==> src/rtl/crypt_pkg.sv <==
// rtl/crypt_pkg.sv - shared types and constants for the key scheduler and shift stages
package crypt_pkg;

    typedef enum logic [1:0] {
        IDLE = 2'd0,
        LOAD = 2'd1,
        RUN  = 2'd2
    } state_t;

    typedef logic [1:0] key_idx_t;

    localparam logic [31:0] UPPER_LO = 32'd65;
    localparam logic [31:0] UPPER_HI = 32'd90;
    localparam logic [31:0] LOWER_LO = 32'd97;
    localparam logic [31:0] LOWER_HI = 32'd122;

    localparam key_idx_t KEY_K1 = 2'd0;
    localparam key_idx_t KEY_K2 = 2'd1;
    localparam key_idx_t KEY_K3 = 2'd2;

    // k1 -> k2 -> k3 -> k1; the illegal index 3 falls back to k1
    function automatic key_idx_t next_key(input key_idx_t k);
        case (k)
            KEY_K1:  next_key = KEY_K2;
            KEY_K2:  next_key = KEY_K3;
            default: next_key = KEY_K1;
        endcase
    endfunction

endpackage

==> src/rtl/char_classify.sv <==
// rtl/char_classify.sv - combinational ASCII upper/lower case classifier
module char_classify
    import crypt_pkg::*;
#(
    parameter int DATA_W = 8
) (
    input  logic [DATA_W-1:0] i_data,
    output logic              o_upper,
    output logic              o_lower
);

    logic [31:0] w_val;

    assign w_val   = 32'(i_data);
    assign o_upper = (w_val >= UPPER_LO) && (w_val <= UPPER_HI);
    assign o_lower = (w_val >= LOWER_LO) && (w_val <= LOWER_HI);

endmodule

==> src/rtl/crypt_key_scheduler.sv <==
// rtl/crypt_key_scheduler.sv - key rotation and pipe-enable sequencing ahead of the shift stages
module crypt_key_scheduler
    import crypt_pkg::*;
#(
    parameter int DATA_W  = 8,
    parameter int ROT_W   = 3,
    parameter int SHIFT_W = 3
) (
    input  logic               clk,
    input  logic               rst,
    input  logic               cfg_load,
    input  logic [7:0]         cfg_k1,
    input  logic [7:0]         cfg_k2,
    input  logic [7:0]         cfg_k3,
    input  logic [ROT_W-1:0]   cfg_rot_freq,
    input  logic               cfg_mode,
    input  logic               stop,
    input  logic               in_valid,
    input  logic [DATA_W-1:0]  in_data,
    output logic               in_ready,
    output logic               en_out,
    output logic [DATA_W-1:0]  data_out,
    output logic               mode_out,
    output logic               shift_en,
    output logic [SHIFT_W-1:0] shift_amt,
    output logic               is_alpha_upper_case,
    output logic               is_alpha_low_case,
    output logic [1:0]         key_sel
);

    state_t           r_state;
    logic [7:0]       r_k1;
    logic [7:0]       r_k2;
    logic [7:0]       r_k3;
    logic [ROT_W-1:0] r_rot_freq;
    logic             r_mode;
    logic [ROT_W-1:0] r_cnt;
    key_idx_t         r_ptr;
    logic             r_in_ready;

    logic [7:0]         w_active_key;
    key_idx_t           w_ptr_eff;
    logic [SHIFT_W-1:0] w_shift_amt;
    logic               w_accept;
    logic               w_upper;
    logic               w_lower;
    logic               w_unused_key_bits;

    char_classify #(
        .DATA_W (DATA_W)
    ) u_classify (
        .i_data  (in_data),
        .o_upper (w_upper),
        .o_lower (w_lower)
    );

    // in_ready is a registered copy of "state is RUN", so accept needs no state decode
    assign w_accept          = in_valid && r_in_ready;
    assign w_ptr_eff         = (r_ptr == 2'd3) ? KEY_K1 : r_ptr;
    assign w_shift_amt       = w_active_key[SHIFT_W-1:0];
    assign w_unused_key_bits = ^w_active_key;
    assign in_ready          = r_in_ready;

    // active key mux; an out-of-range pointer reads as k1
    always_comb begin
        w_active_key = r_k1;
        case (r_ptr)
            KEY_K2:  w_active_key = r_k2;
            KEY_K3:  w_active_key = r_k3;
            default: w_active_key = r_k1;
        endcase
    end

    // sequencing FSM: config capture, restart, key rotation on each accept
    always_ff @(posedge clk or negedge rst) begin
        if (!rst) begin
            r_state    <= IDLE;
            r_k1       <= '0;
            r_k2       <= '0;
            r_k3       <= '0;
            r_rot_freq <= '0;
            r_mode     <= 1'b0;
            r_cnt      <= '0;
            r_ptr      <= KEY_K1;
            r_in_ready <= 1'b0;
        end else begin
            case (r_state)
                IDLE: begin
                    r_in_ready <= 1'b0;
                    if (cfg_load) begin
                        r_k1       <= cfg_k1;
                        r_k2       <= cfg_k2;
                        r_k3       <= cfg_k3;
                        r_rot_freq <= cfg_rot_freq;
                        r_mode     <= cfg_mode;
                        r_state    <= LOAD;
                    end
                end
                LOAD: begin
                    r_cnt      <= '0;
                    r_ptr      <= KEY_K1;
                    r_in_ready <= 1'b1;
                    r_state    <= RUN;
                end
                RUN: begin
                    // rotation first; a following restart or stop makes it irrelevant
                    if (w_accept && (r_rot_freq != '0)) begin
                        if (r_cnt == (r_rot_freq - ROT_W'(1))) begin
                            r_cnt <= '0;
                            r_ptr <= next_key(r_ptr);
                        end else begin
                            r_cnt <= r_cnt + ROT_W'(1);
                        end
                    end else if (r_ptr == 2'd3) begin
                        r_ptr <= KEY_K1;
                    end
                    if (stop) begin
                        r_in_ready <= 1'b0;
                        r_state    <= IDLE;
                    end else if (cfg_load) begin
                        r_k1       <= cfg_k1;
                        r_k2       <= cfg_k2;
                        r_k3       <= cfg_k3;
                        r_rot_freq <= cfg_rot_freq;
                        r_mode     <= cfg_mode;
                        r_in_ready <= 1'b0;
                        r_state    <= LOAD;
                    end
                end
                default: begin
                    r_in_ready <= 1'b0;
                    r_state    <= IDLE;
                end
            endcase
        end
    end

    // output beat: one registered enable per accept, all other fields hold between beats
    always_ff @(posedge clk or negedge rst) begin
        if (!rst) begin
            en_out              <= 1'b0;
            data_out            <= '0;
            mode_out            <= 1'b0;
            shift_en            <= 1'b0;
            shift_amt           <= '0;
            is_alpha_upper_case <= 1'b0;
            is_alpha_low_case   <= 1'b0;
            key_sel             <= 2'd0;
        end else begin
            en_out <= w_accept;
            if (w_accept) begin
                data_out            <= in_data;
                mode_out            <= r_mode;
                shift_amt           <= w_shift_amt;
                key_sel             <= w_ptr_eff;
                is_alpha_upper_case <= w_upper;
                is_alpha_low_case   <= w_lower;
                shift_en            <= (w_shift_amt != '0) && (w_upper || w_lower);
            end
        end
    end

endmodule

==> config.mk <==
export PLATFORM = sky130hd
export DESIGN_NAME = crypt_key_scheduler
export DESIGN_NICKNAME = d
export VERILOG_FILES = /design/src/rtl/crypt_pkg.sv /design/src/rtl/char_classify.sv /design/src/rtl/crypt_key_scheduler.sv
export SDC_FILE = /design/constraint.sdc
export NUM_CORES = 1
export LEC_CHECK = 0
export ABC_AREA = 1
export BUFFER_PORTS_ARGS = -buffer_cell sky130_fd_sc_hd__buf_2
export CORE_MARGIN = 4
export CORE_UTILIZATION = 50
export DETAILED_ROUTE_END_ITERATION = 6
export PLACE_DENSITY_LB_ADDON = 0.15
export SLEW_MARGIN = 25
export SYNTH_ARGS = -nofsm -noshare
export SYNTH_HDL_FRONTEND = slang
export SYNTH_SLANG_ARGS = --single-unit
==> constraint.sdc <==
create_clock -name clk -period 1.45 [get_ports clk]
set_input_delay 0.0725 -clock clk [delete_from_list [all_inputs] [get_ports clk]]
set_output_delay 0.0725 -clock clk [all_outputs]
set_load 0.02 [all_outputs]
==> flow_summary.ini, run 1 <==
[status]
outcome = finished, violations left
failed_checks = setup timing

[cells_and_area]
instances_no_fill = 334
fill_cells = 281
diodes = 0
drive_gt1_share_pct = 28.5
final_nets = 336
area_growth_pct = 35.0

[clocking]
insertion_delay_ns = 0.28
cts_buffers = 5
cts_tree = done
clock_tree.root_cell = clkbuf_8
cts-htree-levels = 2
clkSinkCount = 39
cts.clk_slew.worst_paths_ns = 0.07
cts_buffer_depth = 2

[global_route]
grt_max_degree = 22
grt.overflow.total = 0
antenna_found_initial = 0
grt_usage_pct = 18.9
grt_pass1_wl_um = 6680
grt_pass1_vias = 1609

[timing]
max_freq_mhz = 669
timing.slew.headroom_pct = 69.9
drv_slew = 0
setup_slack_ns = -0.0451
finalSetupViolCount = 4
worst-slew-pin-transition_ns = 0.451
rsz0062_at_grt = yes
fin_skew_ns = 0.00333
fin_crit_sh_pct = 103
fin_setup_tns_ns = -0.0743
hold_ws_ns = 0.0325
period_minus_slack_ns = 1.50
hold_violations = 0

[floorplanning]
die_h_um = 68.6
die_w_um = 68.6
io_pins = 60
coreArea_um2 = 3440
fp-row-count = 21
start_util_pct = 53.3
die_area_um2 = 4700

[routing]
drc = 0
routedWlPerCell_um = 11.8
ant_nets = 0
drtIter0Drc = 92
via_per_inst = 4.74
dr.pass1.iters = 4
vias = 1584
wirelength_um = 3960

[power_and_ir_drop]
peakVddDrop_v = 0.000844
seq_power_share_pct = 43.7
power.internal_uw = 2180
power_switching_uw = 1140
clockPowerShare_pct = 23.5
p_sw_share_pct = 34.4
power.leakage_uw = 0.00132
cellPowerDensity_nw_per_um2 = 1340
power_frac_comb_pct = 32.8

[setup_path]
path_max_fanout = 4
crit_slowest_cell = dfrtp_1
slowest_delay_ns = 0.41
cp-start-kind = register
critPathRequiredTime_ns = 1.62
crit_path_end_kind = register
cp_data_arrival_time_ns = 1.67
worst-setup-path-type = register to register
worstPathCellList = inv_2, ha_4, xnor2_2, nor2_2, nand2_4, nand2_4, nand2_4, nand3_2, nand2_1
cpMostUsedCell = nand2_4

[placed_design]
gp_congestion = 0.756
dp.cells = 311
place_hpwl_um = 2790
io_buffers = 44

[synthesis]
yosysWarnings = 0
syn_inst = 219
seq_area_frac_synth_pct = 53.2
synth_top_area_share_pct = 53.2
yosys_register_bits = 39
netlist_area_um2 = 1840
synth.distinct_cells = 20
yosys.area.top_type = dfrtp_1
syn_area_per_cell_um2 = 8.38
synth_area_leaders = dfrtp_1 53%, nand2_1 19%, o21ai_0 5.7%
syn_nets = 268

[job]
maxCapViolCount = 0

[min_path]
min_path_type = input pin to register
Yosys cell counts, drive strengths merged:
cell	number
buf	2
o211ai	1
clkbuf	2
nor2	5
o22ai	1
nand2	98
nand3	12
xnor2	1
dfrtp	39
nand4	1
o21ai	21
inv	23
xor2	1
a21oi	1
ha	8
nor3	3
per-layer routing:
layer / global-route usage, % / up-vias / routed length (µm)
li1: - / 818 / -
met1: 21.0 / 727 / 1590
met2: 34.8 / 35 / 2090
met3: 4.86 / 4 / 248
met4: 5.96 / 0 / 34
met5: 0 / - / 0
power by group through the flow:
stage               Clock (µW)  Combinational (µW)  Sequential [µW]
finish                     782                1090             1450
global route               843                1240             1480
CTS                        806                1010             1450
detailed placement           0                 949             1470
global placement             0                 921             1460
floorplan                    0                 426             1650
state kept, by name (all words and copies together) (netlist names), 2 cells and up:
| register | count |
|---|---|
| r_ptr | 2 |
| data_out | 8 |
| r_state | 2 |
| r_k1 | 3 |
| r_k2 | 3 |
| shift_amt | 3 |
| r_k3 | 3 |
| key_sel | 2 |
| r_rot_freq | 3 |
| r_cnt | 3 |
placed cells by master (no fill, tap or decap):
master         count
nand2_1           90
nand2_4            3
buf_2             44
nor2_4             3
inv_2              4
a21oi_4            1
nand3_2            2
buf_12             1
o22ai_1            1
ha_1               5
buf_4              7
o211ai_1           1
ha_4               3
o21ai_0           20
dlygate4sd3_1     13
clkbuf_8           7
nor3_1             3
nor2_1             1
dfrtp_1           39
nand2_2            5
clkbuf_1           1
inv_1             19
nand3_1           10
nor2_2             1
o21ai_1            1
xor2_1             1
nand4_1            1
xnor2_2            1
worst max-delay path: cells and delay by family, from the launching register on:
family        cells  cell delay (ns)
fa+ha+maj         1             0.21
simple gates      6             0.52
buf+inv           1             0.12
flops             1             0.41
xor+xnor          1             0.13
path summary, 6_finish.rpt:
kind                       cells after the start                        to  slack, ns                      start
setup / recovery                               9      r_ptr[1]$_DFFE_PN0P_      -0.05  r_rot_freq[0]$_DFFE_PN0P_
hold / removal                                 3   data_out[0]$_DFFE_PN0P_       0.03                 in_data[0]
setup reg to reg                               9      r_ptr[1]$_DFFE_PN0P_      -0.05  r_rot_freq[0]$_DFFE_PN0P_
hold reg to reg                                2       r_k1[2]$_DFFE_PN0P_       0.47        r_k1[2]$_DFFE_PN0P_
max in group asynchronous                      3  shift_amt[1]$_DFFE_PN0P_       0.73                        rst
min in group asynchronous                      2      r_cnt[0]$_DFFE_PN0P_       0.26                        rst
cell type report:
type                       count  area, µm²  area share [%]
sequential                    39        976            39.4
multi-input combinational    153        836            33.7
timing repair buffer          65        423            17.1
clock buffer                   8        100            4.04
inverter                      23       86.3            3.48
tap                           46       57.6            2.32
kinds of logic after synthesis:
logic type / count (synthesis) / share of synthesized area (%)
DFF: 39 / 53.2
buffers and inverters: 27 / 5.79
xor gates and xnor gates: 2 / 0.955
AOI/OAI and AO/OA: 24 / 7.36
adders and majority gates: 8 / 5.45
and+or+nand+nor: 119 / 27.3
what timing repair did:
item | in CTS | in global routing
hold buffers | 13 | 0
buffers inserted | 1 | 1
endpoints found under the setup margin | 2 | 6
pin swaps | 1 | 9
endpoints found under the hold margin | 30 | 0
resized for setup | 4 | 14
metrics by stage:
stage                     worst slack, ns  power [µW]  util [%]  cell area [µm²]
after detailed placement          -0.0382        2420      62.5             2150
after global placement             0.0412        2380      62.5             2150
after floorplan                     0.109        2070         -             1840
final                             -0.0451        3330      72.0             2480
after global routing               -0.119        3560      72.0             2480
after CTS                          0.0155        3270      70.0             2410
Note: power is estimated with default switching activity, not from simulation.
==> run 2: changes to the inputs <==
--- a/config.mk
+++ b/config.mk
@@ -9,9 +9,12 @@
 export BUFFER_PORTS_ARGS = -buffer_cell sky130_fd_sc_hd__buf_2
 export CORE_MARGIN = 4
 export CORE_UTILIZATION = 50
+export CTS_CLUSTER_SIZE = 20
 export DETAILED_ROUTE_END_ITERATION = 6
+export GPL_TIMING_DRIVEN = 0
 export PLACE_DENSITY_LB_ADDON = 0.15
 export SLEW_MARGIN = 25
 export SYNTH_ARGS = -nofsm -noshare
 export SYNTH_HDL_FRONTEND = slang
 export SYNTH_SLANG_ARGS = --single-unit
+export TNS_END_PERCENT = 100
==> run 2 against run 1 <==
Critical path type unchanged. Final area down 1.4%. Global-route usage about the same. The run now ends clean. Flip-flop and latch count did not move.
==> flow_summary.ini, run 2 (same netlist as run 1, synthesis figures left out) <==
[setup_path]
crit_path_end_kind = register
cp-start-kind = register
cp_data_arrival_time_ns = 1.63
path_max_fanout = 4
r2r_cells = 9
worst-setup-path-type = register to register
critPathRequiredTime_ns = 1.63

[timing]
fin_crit_sh_pct = 99.7
worst-slew-pin-transition_ns = 0.868
max_freq_mhz = 691
hold_violations = 0
finalSetupViolCount = 0
setup_slack_ns = 0.00378
rsz0062_at_grt = yes
drv_slew = 0
fin_skew_ns = 0.00339
timing.slew.headroom_pct = 42.2
period_minus_slack_ns = 1.45

[routing]
dr.pass1.iters = 4
wirelength_um = 4030
via_per_inst = 4.82
routedWlPerCell_um = 12.0
drc = 0
ant_nets = 0
drtIter0Drc = 88
vias = 1623

[clocking]
cts_tree = done
cts-htree-levels = 2
cts_buffers = 5
insertion_delay_ns = 0.29
cts.clk_slew.worst_paths_ns = 0.07
cts_buffer_depth = 2
clock_tree.root_cell = clkbuf_8
clkSinkCount = 39

[global_route]
grt_pass1_vias = 1537
grt_pass1_wl_um = 6560
grt_usage_pct = 18.9
grt_max_degree = 40
grt.overflow.total = 0
antenna_found_initial = 0

[cells_and_area]
diodes = 0
largest_reg_flops = 8
largest_register = data_out
final_area_um2 = 2440
fill_cells = 285
final_common_cell = nand2_1
final_nets = 339
drive_gt1_share_pct = 26.5
area_growth_pct = 33.2
layout_common_cells = 92 x nand2_1, 45 x buf_2, 39 x dfrtp_1
fin_util_pct = 71.0

[power_and_ir_drop]
power.internal_uw = 2060
cellPowerDensity_nw_per_um2 = 1310
power.leakage_uw = 0.00130
p_sw_share_pct = 35.7
seq_power_share_pct = 45.6
power_switching_uw = 1150
clockPowerShare_pct = 21.9
power.total_uw = 3210
power_frac_comb_pct = 32.5
peakVddDrop_v = 0.000718

[job]
maxCapViolCount = 0

[placed_design]
gp_congestion = 0.754
placed_area_um2 = 2110
pre_cts_slack_ns = -0.0240
io_buffers = 44
place_hpwl_um = 2700

[floorplanning]
die_area_um2 = 4700
coreArea_um2 = 3440
die_h_um = 68.6
fp-row-count = 21
die_w_um = 68.6
start_util_pct = 53.3
io_pins = 60

[min_path]
min_path_type = input pin to register
holdPathStages = 3

[status]
outcome = completed
==> run 2: changes by cell type in the layout (fill, tap and decap cells not counted), sizes merged <==
cell / change
buf: -1
clkbuf: +1
clkinv: +1
dlygate4sd3: +2
==> run 2: what timing repair did <==
action,in CTS,in global routing
endpoints found under the setup margin,2,7
pin swaps,2,6
endpoints found under the hold margin,53,0
buffers inserted,1,4
resized for setup,2,15
hold buffers,15,0
==> run 2: per-stage QoR <==
stage               TNS (ns)  cells  hold WS (ns)
CTS                        0    333      0.000443
global route          -0.193    337        0.0299
finish                     0    337       0.00308
global placement           0    309         0.224
detailed placement   -0.0293    309         0.227
floorplan                  0    219        -0.223
==> run 2: final cells by class <==
type | instances | area [µm²] | share of cell area, %
multi-input cells | 153 | 816 | 33.4
repair buffers | 64 | 408 | 16.7
clock buffers | 7 | 76.3 | 3.12
clock inverters | 1 | 5.00 | 0.205
plain buffers | 4 | 20.0 | 0.819
inverters | 23 | 86.3 | 3.53
flip-flops and latches | 39 | 976 | 39.9
well taps | 46 | 57.6 | 2.35
==> run 2: per-layer routing <==
metal	routed length [µm]	GRT usage, %	up-vias
li1	-	-	828
met1	1690	21.6	751
met5	0	0	-
met2	2050	34.0	39
met3	226	4.21	5
met4	59	7.44	0
==> run 2: final timing paths <==
path / slack (ns) / start / to
min reg2reg: 0.48 / shift_en$_DFFE_PN0P_ / shift_en$_DFFE_PN0P_
max in group asynchronous: 0.48 / rst / shift_en$_DFFE_PN0P_
min: 0.003 / in_data[6] / data_out[6]$_DFFE_PN0P_
max reg2reg: 0.004 / r_rot_freq[0]$_DFFE_PN0P_ / r_ptr[0]$_DFFE_PN0P_
max: 0.004 / r_rot_freq[0]$_DFFE_PN0P_ / r_ptr[0]$_DFFE_PN0P_
min in group asynchronous: 0.43 / rst / r_rot_freq[1]$_DFFE_PN0P_
==> run 2: critical path: stages, from the launching register on <==
cell     delay (ns)
dfrtp_1        0.40
inv_2          0.12
ha_4           0.21
xnor2_1        0.11
nor2_1         0.11
nand2_2        0.09
nand2_4        0.10
nand2_4        0.07
nand3_2        0.07
nand2_2        0.05
==> run 2: power groups by stage <==
stage	clock, µW	combinational (µW)	sequential, µW
after floorplan	0	426	1650
after global placement	0	900	1470
after detailed placement	0	921	1480
after CTS	718	979	1460
after global routing	760	1190	1490
final	703	1040	1470
==> run 3: changes to the inputs <==
--- a/config.mk
+++ b/config.mk
@@ -7,7 +7,7 @@
 export LEC_CHECK = 0
 export ABC_AREA = 1
 export BUFFER_PORTS_ARGS = -buffer_cell sky130_fd_sc_hd__buf_2
-export CORE_MARGIN = 4
+export CORE_MARGIN = 8
 export CORE_UTILIZATION = 50
 export CTS_CLUSTER_SIZE = 20
 export DETAILED_ROUTE_END_ITERATION = 6
==> run 3 against run 2 <==
Critical path depth unchanged. Sequential power about the same. The run now ends with setup timing left. Fmax decreased by 1.1%. Count of clock-buffer cells in the layout unchanged.
==> flow_summary.ini, run 3 (same netlist as run 1, synthesis figures left out) <==
[setup_path]
crit_family = simple AND/OR/NAND/NOR gates
crit_buf_inv = 1
cp_data_arrival_time_ns = 1.64
r2r_cells = 9
crit_path_end_kind = register
worstPathCellList = inv_2, ha_4, xnor2_2, nor2_1, nand2_1, nand2_2, nand2_2, nand3_2, nand2_1
crit_slowest_cell = dfrtp_1
worst-setup-path-type = register to register
crit_start = r_rot_freq[0]$_DFFE_PN0P_
reg2reg_from = r_rot_freq[0]$_DFFE_PN0P_
reg2reg_to = r_ptr[1]$_DFFE_PN0P_
worst-path-stages = 9
cp-start-kind = register
critPathRequiredTime_ns = 1.62
slowest_delay_ns = 0.39
worstSetupEndpoint = r_ptr[1]$_DFFE_PN0P_
reg2reg_slack_ns = -0.01
path_max_fanout = 4

[floorplanning]
fp-row-count = 22
coreArea_um2 = 3610
die_h_um = 76.6
die_w_um = 76.6
die_area_um2 = 5870
start_util_pct = 50.9
io_pins = 60

[cells_and_area]
final_nets = 334
instances_no_fill = 334
diodes = 0
layout_common_cells = 93 x nand2_1, 45 x buf_2, 39 x dfrtp_1
largest_reg_flops = 8
final_common_cell = nand2_1
drive_gt1_share_pct = 25.9
largest_register = data_out
area_growth_pct = 29.8

[placed_design]
place_hpwl_um = 2750
dp.cells = 311
pre_cts_slack_ns = -0.0153
gp_congestion = 0.824
io_buffers = 44

[routing]
ant_nets = 0
vias = 1523
wirelength_um = 3850
routedWlPerCell_um = 11.5
via_per_inst = 4.56
drc = 0
dr.pass1.iters = 4
drtIter0Drc = 59

[min_path]
min_path_type = input pin to register
holdPathStages = 3

[status]
outcome = finished, violations left
failed_checks = setup timing

[power_and_ir_drop]
power_switching_uw = 1090
p_sw_share_pct = 34.8
power.internal_uw = 2050
clockPowerShare_pct = 21.7
power_frac_comb_pct = 31.9
peakVddDrop_v = 0.000716
cellPowerDensity_nw_per_um2 = 1320
power.leakage_uw = 0.00128
seq_power_share_pct = 46.4
power.total_uw = 3140

[timing]
timing.slew.headroom_pct = 44.3
fin_crit_sh_pct = 101
finalSetupViolCount = 2
worst-slew-pin-transition_ns = 0.836
period_minus_slack_ns = 1.46
hold_ws_ns = 0.00488
max_freq_mhz = 684
hold_violations = 0
rsz0062_at_grt = yes
setup_slack_ns = -0.0121
fin_skew_ns = 0.00691
drv_slew = 0

[clocking]
cts.clk_slew.worst_paths_ns = 0.07
cts_tree = done
clkSinkCount = 39
cts_buffer_depth = 2
clock_tree.root_cell = clkbuf_8
cts-htree-levels = 2
insertion_delay_ns = 0.28
cts_buffers = 5

[global_route]
grt_usage_pct = 13.7
grt_pass1_vias = 1520
grt_max_degree = 40
antenna_found_initial = 0
grt.overflow.total = 0
grt_pass1_wl_um = 6590

[job]
maxCapViolCount = 0
==> run 3: changes by cell type in the layout (fill, tap and decap cells not counted), sizes merged <==
cell and change:
dlygate4sd3 -4, buf -1
==> run 3: cell type report <==
cell class                 instances  area (µm²)
timing repair buffer              59         360
buffer                             4        20.0
clock buffer                       7        76.3
clock inverter                     1        5.00
tap                               48        60.1
fill                             320        1220
inverter                          23        86.3
multi-input combinational        153         798
sequential                        39         976
==> run 3: tightest hold or removal path, cell delays in order <==
cell	delay, ns
buf_2	0.08
nand2_1	0.04
o21ai_0	0.06
==> run 3: what timing repair did <==
action,CTS,global route
hold buffers,11,0
resized for setup,1,11
pin swaps,1,8
endpoints found under the hold margin,49,0
setup endpoints to repair,2,5
buffers inserted,0,4
==> run 3: routing by layer <==
metal,vias to the layer above,GRT usage [%],wire (µm),share of wire (%)
li1,813,-,-,-
met1,673,14.7,1720,45
met2,35,23.2,1890,49
met3,2,6.25,215,5.6
met4,0,4.62,19,0.49
met5,-,0,0,0
==> run 3: stage by stage <==
step,setup TNS (ns),instance area [µm²],util [%]
4_1_cts,0,2310,64.0
5_1_grt,-0.363,2380,66.1
3_5_place_dp,-0.0304,2120,58.7
6_report,-0.0229,2380,66.1
3_3_place_gp,0,2120,58.7
2_1_floorplan,0,1840,-
==> run 3: worst min path at each step <==
stage	from	end	slack [ns]
after floorplan	rst	data_out[0]$_DFFE_PN0P_	-0.22
after global placement	rst	r_rot_freq[0]$_DFFE_PN0P_	0.23
after detailed placement	rst	r_rot_freq[1]$_DFFE_PN0P_	0.23
after CTS	in_data[6]	data_out[6]$_DFFE_PN0P_	0.0006
after global routing	in_data[0]	data_out[0]$_DFFE_PN0P_	0.01
final	cfg_rot_freq[2]	r_rot_freq[2]$_DFFE_PN0P_	0.005
==> run 3: power groups by stage <==
stage | Combinational [µW] | Clock [µW] | Sequential [µW]
detailed placement | 922 | 0 | 1480
global placement | 911 | 0 | 1470
finish | 1000 | 681 | 1460
CTS | 947 | 711 | 1460
global route | 1140 | 761 | 1490
floorplan | 426 | 0 | 1650
